**config.mk**
```make
export PLATFORM = sky130hd
export DESIGN_NAME = fwd_hazard_unit
export DESIGN_NICKNAME = d
export VERILOG_FILES = /design/src/rtl/fwd_hazard_unit.sv
export SDC_FILE = /design/constraint.sdc
export NUM_CORES = 1
export LEC_CHECK = 0
export BUFFER_PORTS_ARGS = -buffer_cell sky130_fd_sc_hd__buf_2
export CORE_ASPECT_RATIO = 1.2
export CORE_MARGIN = 1
export CORE_UTILIZATION = 44
export DETAILED_ROUTE_END_ITERATION = 8
export PLACE_DENSITY = 0.84
export SLEW_MARGIN = 5
export SYNTH_ARGS = -nofsm -noshare
export SYNTH_HDL_FRONTEND = slang
export SYNTH_SLANG_ARGS = --single-unit
```
**constraint.sdc**
```tcl
create_clock -name clk -period 4.2 [get_ports clk]
set_clock_uncertainty 0.05 [all_clocks]
set_input_delay 0.42 -clock clk [delete_from_list [all_inputs] [get_ports clk]]
set_output_delay 0.42 -clock clk [all_outputs]
set_load 0.05 [all_outputs]
```
**src/rtl/fwd_hazard_unit.sv**
```systemverilog
// Operand forwarding select, load-use / HI-LO stall detection and mult/div busy tracker.
// Optional stall-cycle statistics counter enabled by defining FWD_STALL_STATS_EN.
module fwd_hazard_unit #(
    parameter int NUM_SRC = 2,
    parameter int MD_LAT  = 8
) (
    input  logic                 clk,
    input  logic                 reset,
    input  logic [4:0]           ex_rs,
    input  logic [4:0]           ex_rt,
    input  logic [NUM_SRC-1:0]   src_wr,
    input  logic [5*NUM_SRC-1:0] src_addr,
    input  logic [4:0]           id_rs,
    input  logic [4:0]           id_rt,
    input  logic                 id_rs_used,
    input  logic                 id_rt_used,
    input  logic                 idex_memread,
    input  logic [4:0]           idex_wraddr,
    input  logic                 md_start,
    input  logic                 id_uses_hilo,
    output logic [2:0]           fwd_a,
    output logic [2:0]           fwd_b,
    output logic                 stall,
    output logic                 md_busy,
    output logic                 md_done
`ifdef FWD_STALL_STATS_EN
    ,
    output logic [15:0]          stall_cycles
`endif
);

    typedef enum logic {IDLE = 1'b0, BUSY = 1'b1} state_t;

    state_t       state_q, state_d;
    logic [4:0]   cnt_q, cnt_d;
    logic         md_done_q, md_done_d;

    logic [NUM_SRC-1:0] match_a;
    logic [NUM_SRC-1:0] match_b;
    logic               load_use_stall;
    logic               hilo_stall;

    // Register 0 is hardwired, so a source claiming to write it never matches.
    generate
        for (genvar gi = 0; gi < NUM_SRC; gi++) begin : g_match
            assign match_a[gi] = src_wr[gi] && (src_addr[5*gi +: 5] == ex_rs) && (ex_rs != 5'd0);
            assign match_b[gi] = src_wr[gi] && (src_addr[5*gi +: 5] == ex_rt) && (ex_rt != 5'd0);
        end
    endgenerate

    // Scan oldest to youngest so the youngest matching source wins.
    always_comb begin
        fwd_a = 3'd0;
        fwd_b = 3'd0;
        for (int k = NUM_SRC - 1; k >= 0; k--) begin
            if (match_a[k]) fwd_a = 3'(k + 1);
            if (match_b[k]) fwd_b = 3'(k + 1);
        end
    end

    assign load_use_stall = idex_memread && (idex_wraddr != 5'd0) &&
                            ((id_rs_used && (idex_wraddr == id_rs)) ||
                             (id_rt_used && (idex_wraddr == id_rt)));
    assign hilo_stall     = id_uses_hilo && (state_q == BUSY);
    assign stall          = load_use_stall || hilo_stall;

    assign md_busy = (state_q == BUSY);
    assign md_done = md_done_q;

    always_comb begin
        state_d   = state_q;
        cnt_d     = cnt_q;
        md_done_d = 1'b0;
        case (state_q)
            IDLE: begin
                if (md_start) begin
                    state_d = BUSY;
                    cnt_d   = 5'(MD_LAT - 1);
                end
            end
            BUSY: begin
                if (cnt_q != 5'd0) begin
                    cnt_d = cnt_q - 5'd1;
                end else begin
                    state_d   = IDLE;
                    md_done_d = 1'b1;
                end
            end
            default: begin
                state_d = IDLE;
                cnt_d   = 5'd0;
            end
        endcase
    end

    always_ff @(posedge clk or posedge reset) begin
        if (reset) begin
            state_q   <= IDLE;
            cnt_q     <= 5'd0;
            md_done_q <= 1'b0;
        end else begin
            state_q   <= state_d;
            cnt_q     <= cnt_d;
            md_done_q <= md_done_d;
        end
    end

`ifdef FWD_STALL_STATS_EN
    logic [15:0] stall_cnt_q, stall_cnt_d;

    always_comb begin
        stall_cnt_d = stall_cnt_q;
        if (stall && (stall_cnt_q != 16'hFFFF)) begin
            stall_cnt_d = stall_cnt_q + 16'd1;
        end
    end

    always_ff @(posedge clk or posedge reset) begin
        if (reset) begin
            stall_cnt_q <= 16'd0;
        end else begin
            stall_cnt_q <= stall_cnt_d;
        end
    end

    assign stall_cycles = stall_cnt_q;
`endif

endmodule

```
# Yosys cells after proc, flatten, opt, wreduce, memory -nomap -nowiden
# Index checks and enable logic that the tools add are counted.
# totals
reg_bits,7
latchBits,0
ram_bits,0
romBits,0
in_bits,44
out_inout_bits,9
elab_cells,45
n_memories,0
# classes
n_addsub,1
multipliers,0
div_mod_pow,0
n_lt_le_gt_ge,0
n_eq_ne,8
n_shift,0
mux,12
bitwise,1
reduce_logical,20
# ops
operator,count
equality test 5 bit,6
nonzero test 5 bit,4
logical AND 1 bit,13
2-to-1 mux 5 bit,2
case mux 5 bit (2 select lines),1
2-to-1 mux 2 bit,4
"subtractor 5 x 1 -> 5 bit, second input constant",1
2-to-1 mux 1 bit,4
logical OR 1 bit,2
"inequality test 2 x 1 -> 1 bit, second input constant",1
"inequality test 2 bit, second input constant",1
case mux 1 bit (2 select lines),1
AND reduction 2 bit,1
inverter 1 bit,1

# Logic depth before layout (Yosys ltp)
# Gate-level depths: netlist (run 1).
# depth
ltp_word,5
mapped_depth,6
ltp_nobuf,6

# Worst setup path before layout (run 1)
# No wires, ideal clock.
# synth_path
path_type,input -> output
startpoint,in ex_rs[1]
endpoint,out fwd_a[1]
arrival_time_ns,2.201
required_time_ns,3.730
slack_ns,1.529
path_stages,4
path_buffers,0
path_cell_list,or4_4 nor2_4 nor4_2 nor4_2
# synth_via
elab_chain_cells,5
elab_cells_between_ends,9
cone_classes,eq/ne: 2; mux: 2; reduce/logical: 5
# synth_rtl
item,line,rtl
start: declaration,9,"input logic [4:0] ex_rs,"
equality test 5 bit,46,assign match_a[gi] = src_wr[gi] && (src_addr[5*gi +: 5] == ex_rs) && (ex_rs != 5'd0);
logical AND 1 bit (2 in a row),46,
2-to-1 mux 2 bit,56,if (match_a[k]) fwd_a = 3'(k + 1);
2-to-1 mux 2 bit (*),56,
end: declaration,21,"output logic [2:0] fwd_a,"
# Mark *: on every way between the ends. The rest lies on a longest branch, timed or not.

# Worst setup path after layout (run 1)
# layout_path
startpoint,in ex_rt[1]
endpoint,out fwd_b[1]
# layout_via
elab_chain_cells,5
elab_cells_between_ends,9
cone_classes,eq/ne: 2; mux: 2; reduce/logical: 5
# layout_rtl
item,line,rtl
start: declaration,10,"input logic [4:0] ex_rt,"
equality test 5 bit,47,assign match_b[gi] = src_wr[gi] && (src_addr[5*gi +: 5] == ex_rt) && (ex_rt != 5'd0);
logical AND 1 bit (2 in a row),47,
2-to-1 mux 2 bit,57,if (match_b[k]) fwd_b = 3'(k + 1);
2-to-1 mux 2 bit (*),57,
end: declaration,22,"output logic [2:0] fwd_b,"
# Marked as above.

==> results of run 1 <==
==> metal layers <==
| layer | wire length [um] | part of all wire, % |
|---|---|---|
| met4 | 12 | 0.66 |
| met5 | 0 | 0 |
| met3 | 102 | 5.6 |
| met2 | 998 | 55 |
| met1 | 705 | 39 |
==> layout by cell type, fill, tap and decap left out <==
master    netlist  layout
o211ai_1        1       1
conb_1          1       2
xor2_1          4       4
nor2_1          6       6
or4_1           1       1
nor4_2          4       4
clkbuf_1        0       1
dfrtp_1         7       7
or4_4           2       2
nor2b_1         1       1
nand4_1         6       6
a21oi_1         3       3
o21ai_0         2       2
a32o_1          1       1
inv_1           4       4
buf_2           0      50
and3_1          1       1
nor2_4          2       2
xnor2_1        26      26
nand2b_1        2       2
nand2_1         8       8
ha_1            1       1
nor3_1          1       1
nor4b_1         1       1
clkbuf_4        0       3
o22ai_1         1       1
o31a_1          1       1
==> metrics by stage <==
step	power (mW)	hold WS, ns	util [%]	setup WS [ns]	cell area [um2]
after global routing	0.426	0.0452	64.6	1.84	1060
final	0.394	0.0321	64.6	1.92	1060
after global placement	0.329	0.305	63.0	1.95	1030
after floorplan	0.271	0.173	-	1.53	777
after CTS	0.400	0.0325	64.6	1.91	1060
after detailed placement	0.335	0.310	63.0	1.92	1030
==> flip-flops by register name, summed over array words and instances (netlist names) <==
register	flops
md_busy	1
md_done	1
cnt_q	5
==> Yosys cell counts <==
master / n
a32o_1: 1
nor3_1: 1
inv_1: 4
conb_1: 1
o21ai_0: 2
xor2_1: 4
dfrtp_1: 7
nor2_1: 6
a21oi_1: 3
ha_1: 1
nor2_4: 2
nand2b_1: 2
or4_4: 2
nand4_1: 6
o211ai_1: 1
nand2_1: 8
nor4_2: 4
nor4b_1: 1
and3_1: 1
buf_4: 2
o22ai_1: 1
xnor2_1: 26
or4_1: 1
nor2b_1: 1
o31a_1: 1
==> worst reg2reg max path: stages, from the launching register on <==
cell     delay, ns
dfrtp_1       0.41
inv_1         0.07
ha_1          0.17
nor4b_1       0.34
a21oi_1       0.17
nor2_1        0.11
a21oi_1       0.04
==> power by group through the flow <==
stage	Clock [mW]	Combinational (mW)	Sequential (mW)
after floorplan	0	0.125	0.146
after global placement	0	0.203	0.126
after detailed placement	0	0.207	0.128
after CTS	0.0659	0.207	0.127
after global routing	0.0684	0.227	0.131
final	0.0623	0.205	0.127
==> worst min-delay path by stage <==
stage	endpoint	cells past startpoint	start	slack, ns
after floorplan	cnt_q[0]$_DFFE_PP0P_	1	reset	0.17
after global placement	md_busy$_DFF_PP0_	2	reset	0.31
after detailed placement	md_busy$_DFF_PP0_	2	reset	0.31
after CTS	md_busy$_DFF_PP0_	2	reset	0.03
after global routing	cnt_q[0]$_DFFE_PP0P_	2	reset	0.05
final	md_busy$_DFF_PP0_	2	reset	0.03
==> layout make-up <==
| cell class | count | area (um2) |
|---|---|---|
| timing repair buffer | 50 | 250 |
| clock buffer | 4 | 26.3 |
| tap | 18 | 22.5 |
| fill | 149 | 581 |
| inverter | 4 | 15.0 |
| sequential | 7 | 175 |
| multi-input combinational | 77 | 572 |
==> cell families (layout without fill, tap and decap cells) <==
| kind of cell | Yosys count | count (layout) |
|---|---|---|
| AOI/OAI and AO/OA | 9 | 9 |
| xor gates and xnor gates | 30 | 30 |
| adders and majority gates | 1 | 1 |
| buffers and inverters | 6 | 58 |
| DFF | 7 | 7 |
| other | 1 | 2 |
| and+or+nand+nor | 35 | 35 |
==> metrics.yaml, run 1 <==
floorplan:
  dieWidth_um: 40.3
  ios: 53
  rows: 16
  coreArea_um2: 1640
  fp.dieH_um: 47.9
  die-area_um2: 1930
  initial_utilization_pct: 47.1
worst_setup_path:
  path_buf_inv: 2
  crit_chain: "buf_2 -> or4_4 -> nor2_4 -> nor4_2 -> nor4_2 -> buf_2"
  worst-path-stages: 6
  regToRegStartpoint: "cnt_q[0]$_DFFE_PP0P_"
  r2r-end: "cnt_q[0]$_DFFE_PP0P_"
  crit_path_top_delay_cell: "or4_4"
  worstPathMaxFanout: 3
  startpoint: "ex_rt[1]"
  crit_end: "fwd_b[1]"
  critPathTopFamily: "simple AND/OR/NAND/NOR gates"
  cpPeakStageDelay_ns: 0.54
  r2r_slack_ns: 2.71
  worstSetupEndpointType: "output port"
  cp.required_ns: 3.73
  reg2regPathDepth: 6
  critPathArrivalTime_ns: 1.81
  path_class: "primary input to output port"
  critPathLaunchType: "primary input"
logic_synthesis:
  synth_cells: 89
  synthXorXnorAreaFrac_pct: 34.0
  synthAdderAreaFrac_pct: 1.62
  ys_seq_elements: 7
  seq_area_frac_synth_pct: 22.7
  synthTopCellsByArea: "xnor2_1 (29%), dfrtp_1 (23%), nor4_2 (6.5%), nand4_1 (4.9%), xor2_1 (4.5%)"
  syn-cell-area_um2: 773
  synth_mux_area_share_pct: 0
  yosys_warnings: 0
  synth_largest_area_cell: "xnor2_1"
  synth_compound_area_share_pct: 7.44
  synth_top_family_by_area: "XOR/XNOR gates"
  yosys.area_share.simple_pct: 29.9
  synth_top_cell_area_share_pct: 29.4
  avgSynthCellArea_um2: 8.69
  synth.distinct_cells: 25
global_route:
  met1_usage_pct: 21.0
  grt_pass1_vias: 721
  grtUsageMet2_pct: 42.3
  antenna_found_initial: 0
  overflow: 0
  track_usage_pct: 21.1
  grt_max_degree: 10
  grt_pass1_wl_um: 2760
  grt-busiest-layer: "met2"
  use_met3_pct: 2.79
cells_and_area:
  area_growth_pct: 37.2
  drive_gt1_share_pct: 43.0
  final_nets: 188
  fin_cells: 160
  antenna_cells: 0
detailed_routing:
  vias: 829
  drt_iter0_markers: 11
  dr.pass1.iters: 4
  antenna_left: 0
  routed_via_density: 5.18
  wire_per_inst_um: 11.4
  drc: 0
  wirelength_um: 1820
cts:
  cts_tree: "yes"
  cts_buffers: 3
  cts-root-buf: "clkbuf_4"
  clk-insertion-delay-late_ns: 0.25
  cts.sinks: 7
  post_cts.repair.setup_buffers: 0
  clockBufferDepth: 2
  hold_buffers: 0
  cts_resized: 0
  clkTransAtPathRegs_ns: 0.05
  cts_htree_levels: 1
run:
  cap_violations: 0
power:
  switching_share_pct: 44.9
  clock_power_share_pct: 15.8
  intPower_mw: 0.217
  pwr-share-comb_pct: 52.0
  powerDensity_nw_per_um2: 371
  vdd_ir_drop_max_mv: 0.174
  p_leak_nw: 0.488
  switching_power_mw: 0.177
  p_seq_share_pct: 32.2
sta:
  drv_slew: 0
  finalSetupViolCount: 0
  rsz0062_at_grt: "false"
  tns_ns: 0
  fmax_ghz: 0.439
  min_period_ns: 2.28
  hold_viol: 0
  fin_crit_sh_pct: 54.3
worst_hold_path:
  min_path_type: "primary input to async pin"
run_status:
  status: "finished, final reports clean"
place:
  placed_cells: 156
  io_buffers: 50
  hpwlAfterDp_um: 1630
  place_congestion: 0.790
Power figures use the tool's default switching activity.
==> run 2: changes to the inputs <==
--- a/config.mk
+++ b/config.mk
@@ -5,12 +5,13 @@
 export SDC_FILE = /design/constraint.sdc
 export NUM_CORES = 1
 export LEC_CHECK = 0
+export ABC_AREA = 1
 export BUFFER_PORTS_ARGS = -buffer_cell sky130_fd_sc_hd__buf_2
 export CORE_ASPECT_RATIO = 1.2
 export CORE_MARGIN = 1
 export CORE_UTILIZATION = 44
 export DETAILED_ROUTE_END_ITERATION = 8
-export PLACE_DENSITY = 0.84
+export PLACE_DENSITY = 0.79
 export SLEW_MARGIN = 5
 export SYNTH_ARGS = -nofsm -noshare
 export SYNTH_HDL_FRONTEND = slang
==> constraint.sdc (replaced) <==
create_clock -name clk -period 2.2 [get_ports clk]
set_clock_uncertainty 0.05 [all_clocks]
set_input_delay 0.22 -clock clk [delete_from_list [all_inputs] [get_ports clk]]
set_output_delay 0.22 -clock clk [all_outputs]
set_load 0.05 [all_outputs]
==> run 2 against run 1 <==
  * Die area grew 23%
  * Flip-flop and latch count is the same
  * Utilization shrank 2.6 points
  * Critical path depth shrank 3
  * First-iteration DRC count shrank 18%
  * Combinational power grew 140%
  * Wire length grew 19%
  * Critical path type is now flop to output port
  * Non-clock buffer count grew 1
==> metrics.yaml, run 2 <==
run_status:
  status: "finished, final reports clean"
place:
  hpwlAfterDp_um: 1950
  io_buffers: 50
  place_congestion: 0.859
  placed_cells: 262
cts:
  cts_buffers: 3
  cts_htree_levels: 1
  post_cts.repair.setup_buffers: 0
  cts-root-buf: "clkbuf_4"
  clkTransAtPathRegs_ns: 0.05
  clk-insertion-delay-late_ns: 0.25
  cts_tree: "yes"
  cts.sinks: 7
  clockBufferDepth: 2
  cts_resized: 0
logic_synthesis:
  synth-main-ff-cell: "dfrtp_1"
  synth_largest_area_cell: "nand2_1"
  ys_seq_elements: 7
  avgSynthCellArea_um2: 5.24
  synth_edf_count: 0
  yosys_warnings: 0
  synth.distinct_cells: 23
  yosysMostFrequentCell: "nand2_1"
  synth_common_cells: "nand2_1 (72), inv_1 (36), nor2_1 (22), nand3_1 (9), dfrtp_1 (7)"
  synth_top_cell_area_share_pct: 28.2
  synthArstFlopShare_pct: 100
  synthTopCellsByArea: "nand2_1 (28%), dfrtp_1 (18%), inv_1 (14%), nor2_1 (8.6%), nand3_1 (4.7%)"
  seq_area_frac_synth_pct: 18.3
  synth_cells: 183
  syn-cell-area_um2: 958
sta:
  hold_viol: 0
  fmax_ghz: 0.719
  drv_slew: 0
  tns_ns: 0
  fin_crit_sh_pct: 63.2
  finalSetupViolCount: 0
  min_period_ns: 1.39
  rsz0062_at_grt: "false"
  fin_hold_ws_ns: 0.205
detailed_routing:
  routed_via_density: 4.40
  wire_per_inst_um: 8.12
  drc: 0
  dr.pass1.iters: 4
  antenna_left: 0
  vias: 1175
  wirelength_um: 2170
  drt_iter0_markers: 9
floorplan:
  fp.dieH_um: 53.1
  ios: 53
  dieWidth_um: 44.6
  die-area_um2: 2370
  coreArea_um2: 2050
  initial_utilization_pct: 46.8
  rows: 18
power:
  switching_share_pct: 48.3
  clock_power_share_pct: 13.9
  p_leak_nw: 0.827
  switching_power_mw: 0.403
  powerDensity_nw_per_um2: 657
  intPower_mw: 0.432
  p_total_mw: 0.835
  vdd_ir_drop_max_mv: 0.599
  pwr-share-comb_pct: 58.7
  p_seq_share_pct: 27.5
run:
  cap_violations: 0
worst_setup_path:
  crit_path_top_delay_cell: "dfrtp_1"
  path_buf_inv: 1
  critPathTopFamily: "flip-flops"
  worstPathMaxFanout: 8
  critPathLaunchType: "flop"
  cp_common_cell: "nand2_1"
  cpPeakStageDelay_ns: 0.48
  worstSetupEndpointType: "output port"
  crit_chain: "nand2_1 -> nand2_1 -> buf_2"
  path_class: "flop to output port"
  critPathArrivalTime_ns: 1.12
  cp.required_ns: 1.93
cells_and_area:
  area_growth_pct: 32.6
  regMostFlops: "cnt_q"
  num-fill-cells: 227
  antenna_cells: 0
  drive_gt1_share_pct: 26.6
  final_common_cell: "nand2_1"
  largest_reg_flops: 5
  final_cell_mix: "nand2_1 (72), buf_2 (50), inv_1 (36), nor2_1 (22), nand3_1 (9)"
  final_nets: 283
  fin_util_pct: 62.0
  fin_cells: 267
global_route:
  antenna_found_initial: 0
  track_usage_pct: 20.5
  overflow: 0
  grt_max_degree: 9
  grt_pass1_vias: 1023
  grt_pass1_wl_um: 3720
worst_hold_path:
  min_path_type: "primary input to flop"
==> run 2: cell count changes after synthesis, sizes merged, moves of 3 or more <==
cell and delta:
inv +34, nand2 +65, nand3 +9, nor2 +16
nor4 -4, o21ai +3, or2 +3, or4 -3
xnor2 -22
==> run 2: worst register-to-register path: stages, from the launching register on <==
cell	delay, ns
dfrtp_1	0.38
inv_1	0.09
ha_1	0.23
nand4_2	0.17
nand2_2	0.14
inv_2	0.06
nand2_1	0.07
o21ai_2	0.05
==> run 2: final cells by class <==
cell class                 count  area (um2)  area share (%)
clock buffer                   4        26.3            2.07
timing repair buffer          51         260            20.5
sequential                     7         175            13.8
tap                           30        37.5            2.95
inverter                      38         143            11.2
multi-input combinational    137         629            49.5
==> run 2: metrics by stage <==
step                      cell area [um2]  worst slack, ns
after floorplan                       962            0.526
after global placement               1230            0.790
after detailed placement             1230            0.796
after CTS                            1270            0.796
after global routing                 1270            0.680
final                                1270            0.810
==> run 2: kinds of logic (layout without fill, tap and decap cells) <==
logic type | after synthesis | count (layout) | share of synthesized area [%]
AND/OR/NAND/NOR | 116 | 116 | 50.4
other | 1 | 2 | 0.391
AO/OA/AOI/OAI | 11 | 11 | 6.79
adder cells (fa/ha/maj) | 1 | 1 | 1.31
XOR/XNOR | 7 | 7 | 6.40
flip-flops | 7 | 7 | 18.3
buffers and inverters | 40 | 93 | 16.4
==> run 2: path summary, 6_finish.rpt <==
kind	startpoint	end	slack, ns	cells after the start
max	md_busy$_DFF_PP0_	stall	0.81	3
min	md_start	cnt_q[4]$_DFFE_PP0P_	0.20	4
max reg2reg	cnt_q[0]$_DFFE_PP0P_	cnt_q[2]$_DFFE_PP0P_	0.85	7
min reg2reg	cnt_q[0]$_DFFE_PP0P_	cnt_q[0]$_DFFE_PP0P_	0.44	1
max in group asynchronous	reset	md_busy$_DFF_PP0_	1.51	3
min in group asynchronous	reset	cnt_q[0]$_DFFE_PP0P_	0.38	3
==> run 2: power groups by stage <==
| stage | combinational (mW) | sequential, mW | clock (mW) |
|---|---|---|---|
| 2_1_floorplan | 0.320 | 0.275 | 0 |
| 3_3_place_gp | 0.486 | 0.230 | 0 |
| 3_5_place_dp | 0.493 | 0.231 | 0 |
| 4_1_cts | 0.495 | 0.230 | 0.118 |
| 5_1_grt | 0.558 | 0.238 | 0.123 |
| 6_report | 0.490 | 0.229 | 0.116 |
==> run 2: repair_timing <==
action                                  4_1_cts  5_1_grt
hold buffers                                  1        0
hold endpoints to repair                      7        0
endpoints found under the setup margin        0        0
==> run 2: layer usage <==
layer	global-route usage [%]	part of all wire [%]
met5	0	0
met4	2.02	0.51
met3	3.41	5.4
met2	40.7	50
met1	22.9	44
